[src/rtl/dram_rd_prefetch_if.sv]
// Command, dram read and output-stream signals of dram_rd_prefetch, plus a debug view of its FSM.
// valid/ready: a word or command moves on a rising edge with valid && ready; the sender holds it stable while valid && !ready.
interface dram_rd_prefetch_if #(
    parameter int DATA_WIDTH = 32,
    parameter int ADDR_WIDTH = 18,
    parameter int LEN_WIDTH  = 16
);
    logic                  cmd_valid;
    logic                  cmd_ready;
    logic [ADDR_WIDTH-1:0] cmd_addr;
    logic [LEN_WIDTH-1:0]  cmd_len;
    logic                  dram_en_rd;
    logic [ADDR_WIDTH-1:0] dram_addr_rd;
    logic                  dram_valid;
    logic [DATA_WIDTH-1:0] dram_data_rd;
    logic                  out_valid;
    logic                  out_ready;
    logic [DATA_WIDTH-1:0] out_data;
    logic                  out_last;
    logic                  busy;
    logic                  done;
    logic                  err_unexp;
    logic [1:0]            dbg_state;

    // Block side.
    modport slave (
        input  cmd_valid, cmd_addr, cmd_len, dram_valid, dram_data_rd, out_ready,
        output cmd_ready, dram_en_rd, dram_addr_rd, out_valid, out_data, out_last,
        output busy, done, err_unexp, dbg_state
    );

    // Core / dram side.
    modport master (
        output cmd_valid, cmd_addr, cmd_len, dram_valid, dram_data_rd, out_ready,
        input  cmd_ready, dram_en_rd, dram_addr_rd, out_valid, out_data, out_last,
        input  busy, done, err_unexp, dbg_state
    );
endinterface

[src/rtl/dram_rd_prefetch.sv]
// Burst read front end: issues one-word dram reads under FIFO credit, buffers the returns
// and streams them to the core in issue order.
module dram_rd_prefetch #(
    parameter int DATA_WIDTH = 32,
    parameter int ADDR_WIDTH = 18,
    parameter int LEN_WIDTH  = 16,
    parameter int FIFO_DEPTH = 8
) (
    input logic               clk,
    input logic               rst,
    dram_rd_prefetch_if.slave bus
);
    localparam int PW = $clog2(FIFO_DEPTH);
    localparam int CW = PW + 1;
    localparam logic [CW:0] DEPTH_C = (CW+1)'(FIFO_DEPTH);

    typedef enum logic [1:0] {
        S_IDLE  = 2'd0,
        S_ISSUE = 2'd1,
        S_DRAIN = 2'd2,
        S_DONE  = 2'd3
    } state_t;

    state_t                r_state;
    logic [ADDR_WIDTH-1:0] r_base;
    logic [ADDR_WIDTH-1:0] r_addr_rd;
    logic [LEN_WIDTH-1:0]  r_len;
    logic [LEN_WIDTH-1:0]  r_issued;
    logic [LEN_WIDTH-1:0]  r_popped;
    logic [CW-1:0]         r_outstanding;
    logic [CW-1:0]         r_count;
    logic [PW-1:0]         r_wptr;
    logic [PW-1:0]         r_rptr;
    logic [DATA_WIDTH-1:0] r_mem [FIFO_DEPTH];
    logic                  r_en_rd;
    logic                  r_cmd_ready;
    logic                  r_busy;
    logic                  r_done;
    logic                  r_err;

    logic w_cmd_acc;
    logic w_out_valid;
    logic w_pop;
    logic w_push;
    logic w_credit_ok;
    logic w_issue;
    logic w_out_last;
    logic w_last_pop;

    assign w_cmd_acc   = bus.cmd_valid & r_cmd_ready;
    assign w_out_valid = (r_count != '0);
    assign w_pop       = w_out_valid & bus.out_ready;
    // Returns with nothing outstanding are dropped, so every push has a reserved slot.
    assign w_push      = bus.dram_valid & (r_outstanding != '0);
    assign w_credit_ok = ({1'b0, r_count} + {1'b0, r_outstanding}) < DEPTH_C;
    assign w_issue     = (r_state == S_ISSUE) & (r_issued != r_len) & w_credit_ok;
    assign w_out_last  = w_out_valid & (r_popped == (r_len - LEN_WIDTH'(1)));
    assign w_last_pop  = w_pop & w_out_last;

    always_ff @(posedge clk or posedge rst) begin
        if (rst) begin
            r_state     <= S_IDLE;
            r_base      <= '0;
            r_addr_rd   <= '0;
            r_len       <= '0;
            r_issued    <= '0;
            r_popped    <= '0;
            r_en_rd     <= 1'b0;
            r_cmd_ready <= 1'b1;
            r_busy      <= 1'b0;
            r_done      <= 1'b0;
        end else begin
            r_en_rd <= w_issue;
            r_done  <= 1'b0;
            if (w_issue) begin
                r_addr_rd <= r_base + ADDR_WIDTH'(r_issued);
                r_issued  <= r_issued + LEN_WIDTH'(1);
            end
            if (w_pop) begin
                r_popped <= r_popped + LEN_WIDTH'(1);
            end
            case (r_state)
                S_IDLE: begin
                    if (w_cmd_acc) begin
                        r_base      <= bus.cmd_addr;
                        r_len       <= bus.cmd_len;
                        r_issued    <= '0;
                        r_popped    <= '0;
                        r_cmd_ready <= 1'b0;
                        if (bus.cmd_len == '0) begin
                            r_state <= S_DONE;
                            r_done  <= 1'b1;
                        end else begin
                            r_state <= S_ISSUE;
                            r_busy  <= 1'b1;
                        end
                    end
                end
                S_ISSUE: begin
                    if (r_issued == r_len) begin
                        if (w_last_pop) begin
                            r_state <= S_DONE;
                            r_busy  <= 1'b0;
                            r_done  <= 1'b1;
                        end else begin
                            r_state <= S_DRAIN;
                        end
                    end
                end
                S_DRAIN: begin
                    if (w_last_pop) begin
                        r_state <= S_DONE;
                        r_busy  <= 1'b0;
                        r_done  <= 1'b1;
                    end
                end
                S_DONE: begin
                    r_state     <= S_IDLE;
                    r_cmd_ready <= 1'b1;
                end
                default: begin
                    r_state <= S_IDLE;
                end
            endcase
        end
    end

    always_ff @(posedge clk) begin
        if (w_push) begin
            r_mem[r_wptr] <= bus.dram_data_rd;
        end
    end

    // A strobe and a return in the same cycle leave outstanding unchanged.
    always_ff @(posedge clk or posedge rst) begin
        if (rst) begin
            r_wptr        <= '0;
            r_rptr        <= '0;
            r_count       <= '0;
            r_outstanding <= '0;
            r_err         <= 1'b0;
        end else begin
            if (w_push) begin
                r_wptr <= r_wptr + PW'(1);
            end
            if (w_pop) begin
                r_rptr <= r_rptr + PW'(1);
            end
            case ({w_push, w_pop})
                2'b10:   r_count <= r_count + CW'(1);
                2'b01:   r_count <= r_count - CW'(1);
                default: r_count <= r_count;
            endcase
            case ({w_issue, w_push})
                2'b10:   r_outstanding <= r_outstanding + CW'(1);
                2'b01:   r_outstanding <= r_outstanding - CW'(1);
                default: r_outstanding <= r_outstanding;
            endcase
            if (bus.dram_valid && (r_outstanding == '0)) begin
                r_err <= 1'b1;
            end
        end
    end

    assign bus.cmd_ready    = r_cmd_ready;
    assign bus.dram_en_rd   = r_en_rd;
    assign bus.dram_addr_rd = r_addr_rd;
    assign bus.out_valid    = w_out_valid;
    assign bus.out_data     = w_out_valid ? r_mem[r_rptr] : '0;
    assign bus.out_last     = w_out_last;
    assign bus.busy         = r_busy;
    assign bus.done         = r_done;
    assign bus.err_unexp    = r_err;
    assign bus.dbg_state    = r_state;

    a_no_overflow: assert property (@(posedge clk) disable iff (rst)
        ({1'b0, r_count} + {1'b0, r_outstanding}) <= DEPTH_C);
    a_hold_stall: assert property (@(posedge clk) disable iff (rst)
        (bus.out_valid && !bus.out_ready) |=> (bus.out_valid && $stable(bus.out_data)));
    a_done_pulse: assert property (@(posedge clk) disable iff (rst)
        bus.done |=> !bus.done);
endmodule

[src/flat_wrapper.sv]
// flat-port wrapper written by rule: the top's interface ports become plain ports
module dram_rd_prefetch_flat 
#(
    parameter int DATA_WIDTH = 32,
    parameter int ADDR_WIDTH = 18,
    parameter int LEN_WIDTH  = 16,
    parameter int FIFO_DEPTH = 8
)
  (clk, rst, bus_cmd_valid, bus_cmd_addr, bus_cmd_len, bus_dram_valid, bus_dram_data_rd, bus_out_ready, bus_cmd_ready, bus_dram_en_rd, bus_dram_addr_rd, bus_out_valid, bus_out_data, bus_out_last, bus_busy, bus_done, bus_err_unexp, bus_dbg_state);
  dram_rd_prefetch_if #(.DATA_WIDTH(DATA_WIDTH), .ADDR_WIDTH(ADDR_WIDTH), .LEN_WIDTH(LEN_WIDTH)) bus_i ();
  input logic clk;
  input logic rst;
  input wire logic [$bits(bus_i.cmd_valid)-1:0] bus_cmd_valid;
  input wire logic [$bits(bus_i.cmd_addr)-1:0] bus_cmd_addr;
  input wire logic [$bits(bus_i.cmd_len)-1:0] bus_cmd_len;
  input wire logic [$bits(bus_i.dram_valid)-1:0] bus_dram_valid;
  input wire logic [$bits(bus_i.dram_data_rd)-1:0] bus_dram_data_rd;
  input wire logic [$bits(bus_i.out_ready)-1:0] bus_out_ready;
  output wire logic [$bits(bus_i.cmd_ready)-1:0] bus_cmd_ready;
  output wire logic [$bits(bus_i.dram_en_rd)-1:0] bus_dram_en_rd;
  output wire logic [$bits(bus_i.dram_addr_rd)-1:0] bus_dram_addr_rd;
  output wire logic [$bits(bus_i.out_valid)-1:0] bus_out_valid;
  output wire logic [$bits(bus_i.out_data)-1:0] bus_out_data;
  output wire logic [$bits(bus_i.out_last)-1:0] bus_out_last;
  output wire logic [$bits(bus_i.busy)-1:0] bus_busy;
  output wire logic [$bits(bus_i.done)-1:0] bus_done;
  output wire logic [$bits(bus_i.err_unexp)-1:0] bus_err_unexp;
  output wire logic [$bits(bus_i.dbg_state)-1:0] bus_dbg_state;
  assign bus_i.cmd_valid = bus_cmd_valid;
  assign bus_i.cmd_addr = bus_cmd_addr;
  assign bus_i.cmd_len = bus_cmd_len;
  assign bus_i.dram_valid = bus_dram_valid;
  assign bus_i.dram_data_rd = bus_dram_data_rd;
  assign bus_i.out_ready = bus_out_ready;
  assign bus_cmd_ready = bus_i.cmd_ready;
  assign bus_dram_en_rd = bus_i.dram_en_rd;
  assign bus_dram_addr_rd = bus_i.dram_addr_rd;
  assign bus_out_valid = bus_i.out_valid;
  assign bus_out_data = bus_i.out_data;
  assign bus_out_last = bus_i.out_last;
  assign bus_busy = bus_i.busy;
  assign bus_done = bus_i.done;
  assign bus_err_unexp = bus_i.err_unexp;
  assign bus_dbg_state = bus_i.dbg_state;
  dram_rd_prefetch #(.DATA_WIDTH(DATA_WIDTH), .ADDR_WIDTH(ADDR_WIDTH), .LEN_WIDTH(LEN_WIDTH), .FIFO_DEPTH(FIFO_DEPTH)) u_core (.clk(clk), .rst(rst), .bus(bus_i));
endmodule
[config.mk]
export PLATFORM = sky130hd
export DESIGN_NAME = dram_rd_prefetch_flat
export DESIGN_NICKNAME = d
export VERILOG_FILES = /design/src/rtl/dram_rd_prefetch_if.sv /design/src/rtl/dram_rd_prefetch.sv /design/src/flat_wrapper.sv
export SDC_FILE = /design/constraint.sdc
export NUM_CORES = 1
export LEC_CHECK = 0
export CORE_UTILIZATION = 35
export DETAILED_ROUTE_END_ITERATION = 8
export DONT_BUFFER_PORTS = 1
export SLEW_MARGIN = 20
export SYNTH_ARGS = -nofsm -noshare
export SYNTH_HDL_FRONTEND = slang
export SYNTH_SLANG_ARGS = --single-unit
[constraint.sdc]
create_clock -name clk -period 4.9 [get_ports clk]
set_input_delay 0.98 -clock clk [delete_from_list [all_inputs] [get_ports clk]]
set_output_delay 0.98 -clock clk [all_outputs]
set_load 0.1 [all_outputs]
==> impl_metrics.csv <==
group,metric,value,unit
grt,grt_max_degree,46,
timing,rsz0062_at_grt,"no",
setup_path,reg2reg_to,"u_core.r_outstanding[3]",
synth,ys.flop_type,"edfxtp_1",
timing,hold_violations,0,
synth,syn_nets,1140,
final_layout,nFillCells,4114,
routing,via_per_inst,5.07,
routing,wl_per_cell,20.5,um
final_layout,drive_above_1_share,0.233,
synth,synthArstFlopShare,0.291,
setup_path,timing_worst_setup_path_type,"reg -> out",
timing,final.period_utilization,0.832,
clock_network,cts_resized,0,
synth,synthCells,1031,
timing,finalSetupTns,0,ps
routing,wl,34800,um
synth,syn_area,15900,sq um
setup_path,path_cells,"inv_1, ha_1, xnor2_1, nor4_1, nand4_1, nor4_4, and2_2",
routing,first_pass_iters,5,
timing,tightestPinTransition,1080,ps
timing,fin_ws,824,ps
clock_network,clk_latency,570,ps
final_layout,layout_common_cells,"256 x edfxtp_1, 101 x dfrtp_1, 64 x mux4_2, 62 x nand2_1, 55 x xnor2_1",
synth,ys_types,73,
clock_network,tritoncts,"built",
grt,grt.total_usage,0.153,
routing,route.detailed.drc,0,
clock_network,clk_path_buf_depth,3,
grt,grt_overflow,0,
placed_design,io_buffers,0,
final_layout,seqCellArea,10300,sq um
setup_path,crit_required,3920,ps
clock_network,cts_root_buf,"clkbuf_16",
grt,grt_pass1_vias,8989,
clock_network,cts.sinks,361,
die,dieArea,46300,sq um
outcome,outcome,"finished clean",
synth,synth-seq-cells,361,
setup_path,reg2regPathDepth,11,
setup_path,crit_family,"simple AND/OR/NAND/NOR gates",
setup_path,reg2reg_slack,1490,ps
setup_path,r2r_start,"u_core.r_count[1]",
final_layout,syn2layout_area_growth,14.8,%
clock_network,cts_hold_buf,0,
timing,setup_violations,0,
synth,synth_edf_count,256,
die,die-width,215,um
synth,ys_warn_count,0,
setup_path,slowest_delay,570,ps
final_layout,final_core_util,0.410,
die,fp.dieH,215,um
placed_design,place_congestion,0.845,
grt,antenna_found_initial,0,
synth,syn_avg_cell_area,15.4,sq um
setup_path,endpoint_kind,"output pin",
final_layout,diodes,0,
routing,first_iter_violations,546,
timing,drv_slew,0,
setup_path,slowest_stage,"and2_2",
clock_network,htree_levels,2,
clock_network,cts_inserted_buffers,40,
final_layout,final_common_cell,"edfxtp_1",
timing,period_minus_slack,4080,ps
placed_design,dp_hpwl,22700,um
timing,skew,27.6,ps
final_layout,nNetsFinal,1187,
die,initial_core_util,0.357,
timing,max_freq,245,MHz
hold_path,hold_class,"in -> async",
routing,ant_nets,0,
synth,ys_seq_area_frac,0.649,
grt,grt_pass1_wl,53900,um
setup_path,worstPathBufferInverterCount,1,
flow_run,maxCapViolCount,0,
placed_design,dpl_worst_slack,1410,ps
routing,via_count,8608,
setup_path,arrival,3100,ps
setup_path,startpoint_type,"flip-flop",
die,rows,77,
setup_path,critPathMaxFanout,5,
die,io_pins,130,
final_layout,multi_input_comb_area,5440,sq um
timing,slew_headroom,0.278,
clock_network,clkTransAtPathRegs,60,ps
die,core_area,44500,sq um
clock_network,cts_setup_buffers,0,
layout make-up:
class | instances | share of cell area
Sequential cell | 361 | 0.565
Multi-Input combinational cell | 601 | 0.298
Clock buffer | 48 | 0.0564
Tap cell | 592 | 0.0406
Timing Repair Buffer | 45 | 0.0192
Clock inverter | 23 | 0.0146
Inverter | 29 | 0.00610
metal layers:
metal  part of all wire  track usage  vias up
met2               0.50        0.259      179
met5                  0            0        -
met3              0.052       0.0375       44
met1               0.43        0.193     4383
met4              0.019       0.0418        0
li1                   -            -     4002
through the flow:
| stage | hold slack (ps) | cells | instance area, sq um |
|---|---|---|---|
| floorplan | 457 | 1031 | 15900 |
| global placement | 483 | 1628 | 17000 |
| detailed placement | 481 | 1628 | 17000 |
| CTS | 292 | 1699 | 18300 |
| global route | 320 | 1699 | 18300 |
| finish | 304 | 1699 | 18300 |
worst max path at each step:
stage,startpoint,to,slack [ps],cells past startpoint
final,u_core.r_len[0],bus_out_last,820,7
after global routing,u_core.r_len[0],bus_out_last,670,8
after CTS,u_core.r_len[0],bus_out_last,800,7
after detailed placement,u_core.r_len[0],bus_out_last,1410,7
after global placement,u_core.r_len[0],bus_out_last,1420,7
after floorplan,bus_dram_valid,u_core.r_mem[0][0],910,4
registers in the layout (all words and copies together), names as in the netlist, 2 cells and up:
| signal | cells |
|---|---|
| u_core.r_rptr | 3 |
| u_core.r_count | 4 |
| u_core.r_len | 16 |
| u_core.r_outstanding | 4 |
| u_core.r_wptr | 3 |
| u_core.bus.dram_addr_rd | 18 |
| u_core.bus.dbg_state | 2 |
| u_core.r_issued | 16 |
| u_core.r_mem | 256 |
| u_core.r_popped | 16 |
| u_core.r_base | 18 |
synthesized netlist by cell type (2+ instances only):
cell / instances / area, sq um
edfxtp_1: 256 / 7690
dfrtp_1: 104 / 2600
nor2_1: 81 / 304
mux4_2: 64 / 1440
nand2_1: 62 / 233
xnor2_1: 55 / 482
mux2i_1: 36 / 360
ha_1: 35 / 438
o21ai_0: 34 / 170
xor2_1: 34 / 298
mux2_2: 31 / 349
inv_1: 28 / 105
clkbuf_1: 20 / 75.1
a21oi_1: 15 / 75.1
buf_1: 15 / 56.3
nand4_1: 15 / 93.8
nand3_1: 13 / 65.1
nor3_1: 13 / 65.1
and3_1: 9 / 56.3
nor4_1: 9 / 56.3
a31oi_1: 6 / 37.5
nand2b_1: 6 / 37.5
o21a_1: 6 / 45.0
a211oi_1: 5 / 37.5
a21o_1: 5 / 37.5
and4_1: 4 / 35.0
nor2b_1: 4 / 25.0
or3_1: 4 / 25.0
and2_1: 3 / 18.8
fa_1: 3 / 60.1
o31ai_1: 3 / 22.5
o41ai_1: 3 / 26.3
a2111oi_0: 2 / 17.5
a211o_1: 2 / 17.5
buf_6: 2 / 22.5
nor3b_1: 2 / 15.0
nor4_4: 2 / 42.5
o21ai_1: 2 / 10.0
o21bai_1: 2 / 15.0
o31a_1: 2 / 17.5
or2_2: 2 / 12.5
cell families (layout without fill, tap and decap cells):
group / count (synthesis) / after routing / synth area share
AO/OA/AOI/OAI: 100 / 100 / 0.0407
XOR/XNOR: 89 / 89 / 0.0490
adder cells (fa/ha/maj): 38 / 38 / 0.0313
buffers and inverters: 69 / 145 / 0.0182
flip-flops: 361 / 361 / 0.649
multiplexers: 131 / 131 / 0.135
AND/OR/NAND/NOR: 243 / 243 / 0.0769
worst reg2reg max path, stage by stage (launching register included):
cell	delay, ps
dfrtp_1	420
ha_1	320
a31o_1	210
a2111oi_0	820
nand2b_1	260
ha_1	310
ha_1	270
a21o_1	170
a21oi_1	160
xnor2_1	130
nor2_1	60
xor2_1	140
Power is left out: the tool's default activity adds up to more than one toggle a clock period on the data nets, which glitch-free logic cannot reach.
==> patch 1 (same flow settings) <==
`FIFO_DEPTH` is set to 8 in 2 places; all go to 16.
--- a/src/rtl/dram_rd_prefetch.sv
+++ b/src/rtl/dram_rd_prefetch.sv
@@ -4,7 +4,7 @@
     parameter int DATA_WIDTH = 32,
     parameter int ADDR_WIDTH = 18,
     parameter int LEN_WIDTH  = 16,
-    parameter int FIFO_DEPTH = 8
+    parameter int FIFO_DEPTH = 16
 ) (
     input logic               clk,
     input logic               rst,
--- a/src/flat_wrapper.sv
+++ b/src/flat_wrapper.sv
@@ -4,7 +4,7 @@
     parameter int DATA_WIDTH = 32,
     parameter int ADDR_WIDTH = 18,
     parameter int LEN_WIDTH  = 16,
-    parameter int FIFO_DEPTH = 8
+    parameter int FIFO_DEPTH = 16
 )
   (clk, rst, bus_cmd_valid, bus_cmd_addr, bus_cmd_len, bus_dram_valid, bus_dram_data_rd, bus_out_ready, bus_cmd_ready, bus_dram_en_rd, bus_dram_addr_rd, bus_out_valid, bus_out_data, bus_out_last, bus_busy, bus_done, bus_err_unexp, bus_dbg_state);
   dram_rd_prefetch_if #(.DATA_WIDTH(DATA_WIDTH), .ADDR_WIDTH(ADDR_WIDTH), .LEN_WIDTH(LEN_WIDTH)) bus_i ();
Behaviour: no difference found for any inputs over 4 cycles, from zero or initial values and one cycle with rst high; that may be too few to reach the edited logic, so the function may still have changed.
==> patch 1 against the unedited design <==
  * Utilization fell by 0.41 points
  * Sequential share of layout area rose by 4.3 points
  * Count of clock-buffer cells in the layout rose by 34
  * Non-clock buffer count fell by 1
  * Area after synthesis rose by 64%
  * Global-route usage rose by 0.35 points
  * Sequential cell count rose by 260
  * Highest routed layer unchanged
  * Worst setup slack got worse by 460 ps
  * Cell area rose by 63%
  * Maximum frequency fell by 10%
  * Wire length rose by 67%
  * The flow now finishes with violations (DRC)
==> patch 1: results (changes against the unedited design) <==
Outcome - complete, but fails checks
Failing checks - DRC
Pre-CTS WS - 1040 ps (-367 ps)
Pwr Total - 20.6 mW
Detailed Route Iter0 Violations - 1,027 (+88%)
Reg2reg end - u_core.r_outstanding[4]
Routability cong. - 0.782 (-7.4%)
Clock Skew - 42.8 ps (+15.2 ps)
Leak - 9.97 nW
Crit path DAT - 3560 ps (+460 ps)
Fin crit period - 4540 ps (+463 ps)
Slew @ Worst Pin - 1080 ps (-5.21 ps)
VDD IR-drop max - 0.521 mV
Critical Path Fanout Max - 10 (+5)
Vias in the first global route - 13,600 (+51%)
Critical path origin - u_core.r_len[3]
Number of remaining DRC errors - 8 (+8)
Top cells by count, synth - 512 x edfxtp_1, 160 x mux4_2, 108 x dfrtp_1
Async S/R FF share, synth - 17.6% (-12 points)
DPL Wire Length - 34,400 microns (+51%)
R2r setup slk - 1530 ps (+40 ps)
Netlist cell types - 63 (-14%)
DP Area - 27,500 sq um (+62%)
Clock power frac - 25.1%
Clk_lat worst skew - 630 ps (+60 ps)
DR pass1 iterations - 8 (+3)
Layout cells sized above 1 - 25.0% (+1.7 points)
Largest net degree at the start of global routing - 70 (+52%)
Final nets - 1,585 (+34%)
Placed cell count - 2,359 (+45%)
Via density - 5.29 (+4.4%)
Initial antenna violation count - 1 (+1)
Top reg by flops - u_core.r_mem
Register area share after synthesis - 69.4% (+4.5 points)
ANT cells - 0 (unchanged)
Most area-consuming cells after synthesis - edfxtp_1 59%, mux4_2 14%, dfrtp_1 10%, mux2_2 2.1%, ha_1 2.0%
CTS buffer count - 68 (+70%)
IO Port Bufs - 0 (unchanged)
Root Buffer - clkbuf_16
Routed WL - 58,300 microns (+67%)
Critical Path End - bus_out_last
Number of synthesized flops with an enable pin - 512 (+100%)
CTS H-tree depth - 3 (+1)
Total track usage - 15.6% (+0.35 points)
Clock Tree Buf Depth - 3 (unchanged)
R2R Path Start - u_core.r_issued[2]
R2r worst-path depth - 14 (+3)
Mapped Avg Cell Area - 18.2 sq um (+18%)
Yosys warning total - 0 (unchanged)
Sequential power share - 38.4%
Clk slew on worst S/H paths - 60 ps (about the same)
Avg WL per Cell - 23.5 microns (+15%)
Resized cells post-CTS - 0 (unchanged)
Worst Hold Class - in2async
Max reg flops - 512 (+100%)
Mapped Nets - 1,546 (+36%)
First-pass GRT wire length - 87,600 microns (+63%)
==> patch 1: cells by family (layout without fill, tap and decap cells) <==
group / count (synthesis) / in the layout / share of synthesized area, %
flops: 621 / 621 / 69.4
simple gates: 264 / 264 / 5.40
mux: 215 / 215 / 16.2
buf+inv: 104 / 194 / 1.55
compound gates: 96 / 96 / 2.38
xor+xnor: 87 / 87 / 2.92
fa+ha+maj: 44 / 44 / 2.20
==> patch 1: final cells by class <==
cell class	instances	area (sq um)
fillers	6517	43500
flip-flops and latches	621	18100
multi-input cells	706	7690
clock buffers	82	1760
well taps	959	1200
clock inverters	39	512
repair buffers	44	393
inverters	29	111
==> patch 1: worst min-delay path by stage <==
| stage | cells past startpoint | slack, ps | from | end |
|---|---|---|---|---|
| 3_5_place_dp | 1 | 490 | u_core.r_outstanding[4] | u_core.r_outstanding[4] |
| 2_1_floorplan | 1 | 460 | u_core.r_outstanding[4] | u_core.r_outstanding[4] |
| 5_1_grt | 0 | 410 | bus_dram_data_rd[11] | u_core.r_mem[10][11] |
| 3_3_place_gp | 1 | 490 | u_core.r_outstanding[4] | u_core.r_outstanding[4] |
| 6_report | 1 | 420 | rst | u_core.bus.dbg_state[1] |
| 4_1_cts | 0 | 410 | bus_dram_data_rd[10] | u_core.r_mem[10][10] |
==> patch 1: layer usage <==
layer / track usage (%) / part of all wire, %
met1: 19.9 / 41
met3: 3.56 / 5.8
met2: 26.8 / 51
met4: 3.97 / 1.9
met5: 0 / 0
==> patch 1: worst max-delay path: stages, from the launching register on <==
cell and delay [ps]:
dfrtp_1 490, nor4_1 600, nand2_1 140, xnor2_1 160, or4b_2 670, a2111o_1 480, nor2_2 110, buf_4 290
==> patch 2 (config.mk and constraints unchanged) <==
Made on the original files. Reset style: synchronous (`rst`), changed in 2 clocked blocks.
--- a/src/rtl/dram_rd_prefetch.sv
+++ b/src/rtl/dram_rd_prefetch.sv
@@ -57,7 +57,7 @@
     assign w_out_last  = w_out_valid & (r_popped == (r_len - LEN_WIDTH'(1)));
     assign w_last_pop  = w_pop & w_out_last;
 
-    always_ff @(posedge clk or posedge rst) begin
+    always_ff @(posedge clk) begin
         if (rst) begin
             r_state     <= S_IDLE;
             r_base      <= '0;
@@ -132,7 +132,7 @@
     end
 
     // A strobe and a return in the same cycle leave outstanding unchanged.
-    always_ff @(posedge clk or posedge rst) begin
+    always_ff @(posedge clk) begin
         if (rst) begin
             r_wptr        <= '0;
             r_rptr        <= '0;
Behaviour: differs if rst is asserted again (counterexample within 4 cycles, from zero or initial values and one cycle with rst high); with rst held inactive, the same outputs for 4 cycles.
==> patch 2 against the unedited design <==
  * Maximum frequency fell by 7.5%
  * Cell area fell by 0.47%
  * Worst setup slack got worse by 330 ps
  * Cell count rose by 7.8%
  * Register-to-register slack got worse by 150 ps
  * Wire length rose by 1.1%
  * Via count rose by 10%
  * Die area fell by 0.37%
  * Sequential cell count rose by 3
  * Area after synthesis fell by 0.37%
  * Critical endpoint unchanged
==> patch 2: results (changes against the unedited design) <==
Most area-consuming cells after synthesis - edfxtp_1 49%, dfxtp_1 14%, mux4_2 9.1%, nand2_1 3.2%, xnor2_1 3.0%
Critical path origin - u_core.r_len[0]
Xor-xnor portion of the synthesized cell area - 4.42% (-0.48 points)
Critical Path End - bus_out_last
Netlist cell types - 68 (-6.8%)
R2R Path Start - u_core.r_count[1]
Final clock-cell share - 7.39% (+0.28 points)
DPL Wire Length - 22,300 microns (-1.7%)
Async S/R FF share, synth - 0% (-29 points)
Root Buffer - clkbuf_16
Avg WL per Cell - 19.2 microns (-6.3%)
Reg2reg end - u_core.r_outstanding[3]
Synth Area in Adders - 3.14% (+0.012 points)
Initial Utilization - 35.7% (-0.055 points)
Clock Skew - 31.5 ps (+3.83 ps)
Crit-path max cell delay - 600 ps (+30 ps)
Resized cells post-CTS - 0 (unchanged)
Placed cell count - 1,756 (+7.9%)
Outcome - completed
Gate Count Post-Synth - 1,179 (+14%)
Register area share after synthesis - 62.2% (-2.7 points)
Multiplexer share of the synthesized area - 11.5% (-2.0 points)
Pwr Total - 10.7 mW
Seq_cells - 364 (+0.83%)
Reg area - 9860 sq um (-4.5%)
Worst Hold Class - reg2reg
# clk buffers - 56 (+17%)
Via density - 5.19 (+2.4%)
Largest net degree at the start of global routing - 76 (+65%)
Pre-CTS WS - 1130 ps (-278 ps)
Detailed Route Iter0 Violations - 668 (+22%)
R2r worst-path depth - 13 (+2)
Critical Path Fanout Max - 7 (+2)
First-pass GRT wire length - 55,700 microns (+3.5%)
Crit path max-delay cell type - or4b_1
Multi-In Gates - 726 (+21%)
Complex-gate fraction of the synthesized area - 5.71% (+1.6 points)
Non-clk invs - 28 (-3.4%)
DP Area - 16,800 sq um (-0.79%)
Via count - 9,502 (+10%)
Layout cells sized above 1 - 18.1% (-5.2 points)
CTS buffer count - 41 (+2.5%)
Slew @ Worst Pin - 1110 ps (+28.7 ps)
Non-clk buf share - 2.18% (+0.26 points)
Top cells by count, synth - 256 x edfxtp_1, 134 x nand2_1, 108 x dfxtp_1
Area of the multi-input gates - 5740 sq um (+5.4%)
Area grow syn2layout - 14.7%
# fillers - 4,082 (-0.78%)
Worst hold slack - 459 ps (+155 ps)
Vias in the first global route - 9,824 (+9.3%)
Mapped Nets - 1,288 (+13%)
Non-clock buffers - 46 (+2.2%)
Crit path DAT - 3420 ps (+320 ps)
patch 2: changes by cell type after synthesis, sizes merged, moves of 11 or more:
| cell | before | now |
|---|---|---|
| nor2 | 81 | 100 |
| nand2 | 62 | 134 |
| clkbuf | 21 | 44 |
| dfxtp | 0 | 108 |
| dfrtp | 104 | 0 |
| mux2 | 31 | 0 |
| nor4 | 11 | 22 |
| a21oi | 15 | 77 |
| o21ai | 36 | 18 |
patch 2: logic make-up (layout without fill, tap and decap cells):
kind of cell | after synthesis | in the layout
compound gates | 148 | 148
xor+xnor | 80 | 80
fa+ha+maj | 38 | 38
buf+inv | 89 | 150
flops | 364 | 364
mux | 102 | 102
simple gates | 358 | 358
patch 2: per-layer routing:
layer | vias to the layer above | track usage (%) | wire length (microns)
li1 | 4467 | - | -
met1 | 4753 | 19.3 | 15000
met2 | 234 | 25.4 | 16800
met3 | 48 | 4.71 | 2670
met4 | 0 | 4.95 | 723
met5 | - | 0 | 0
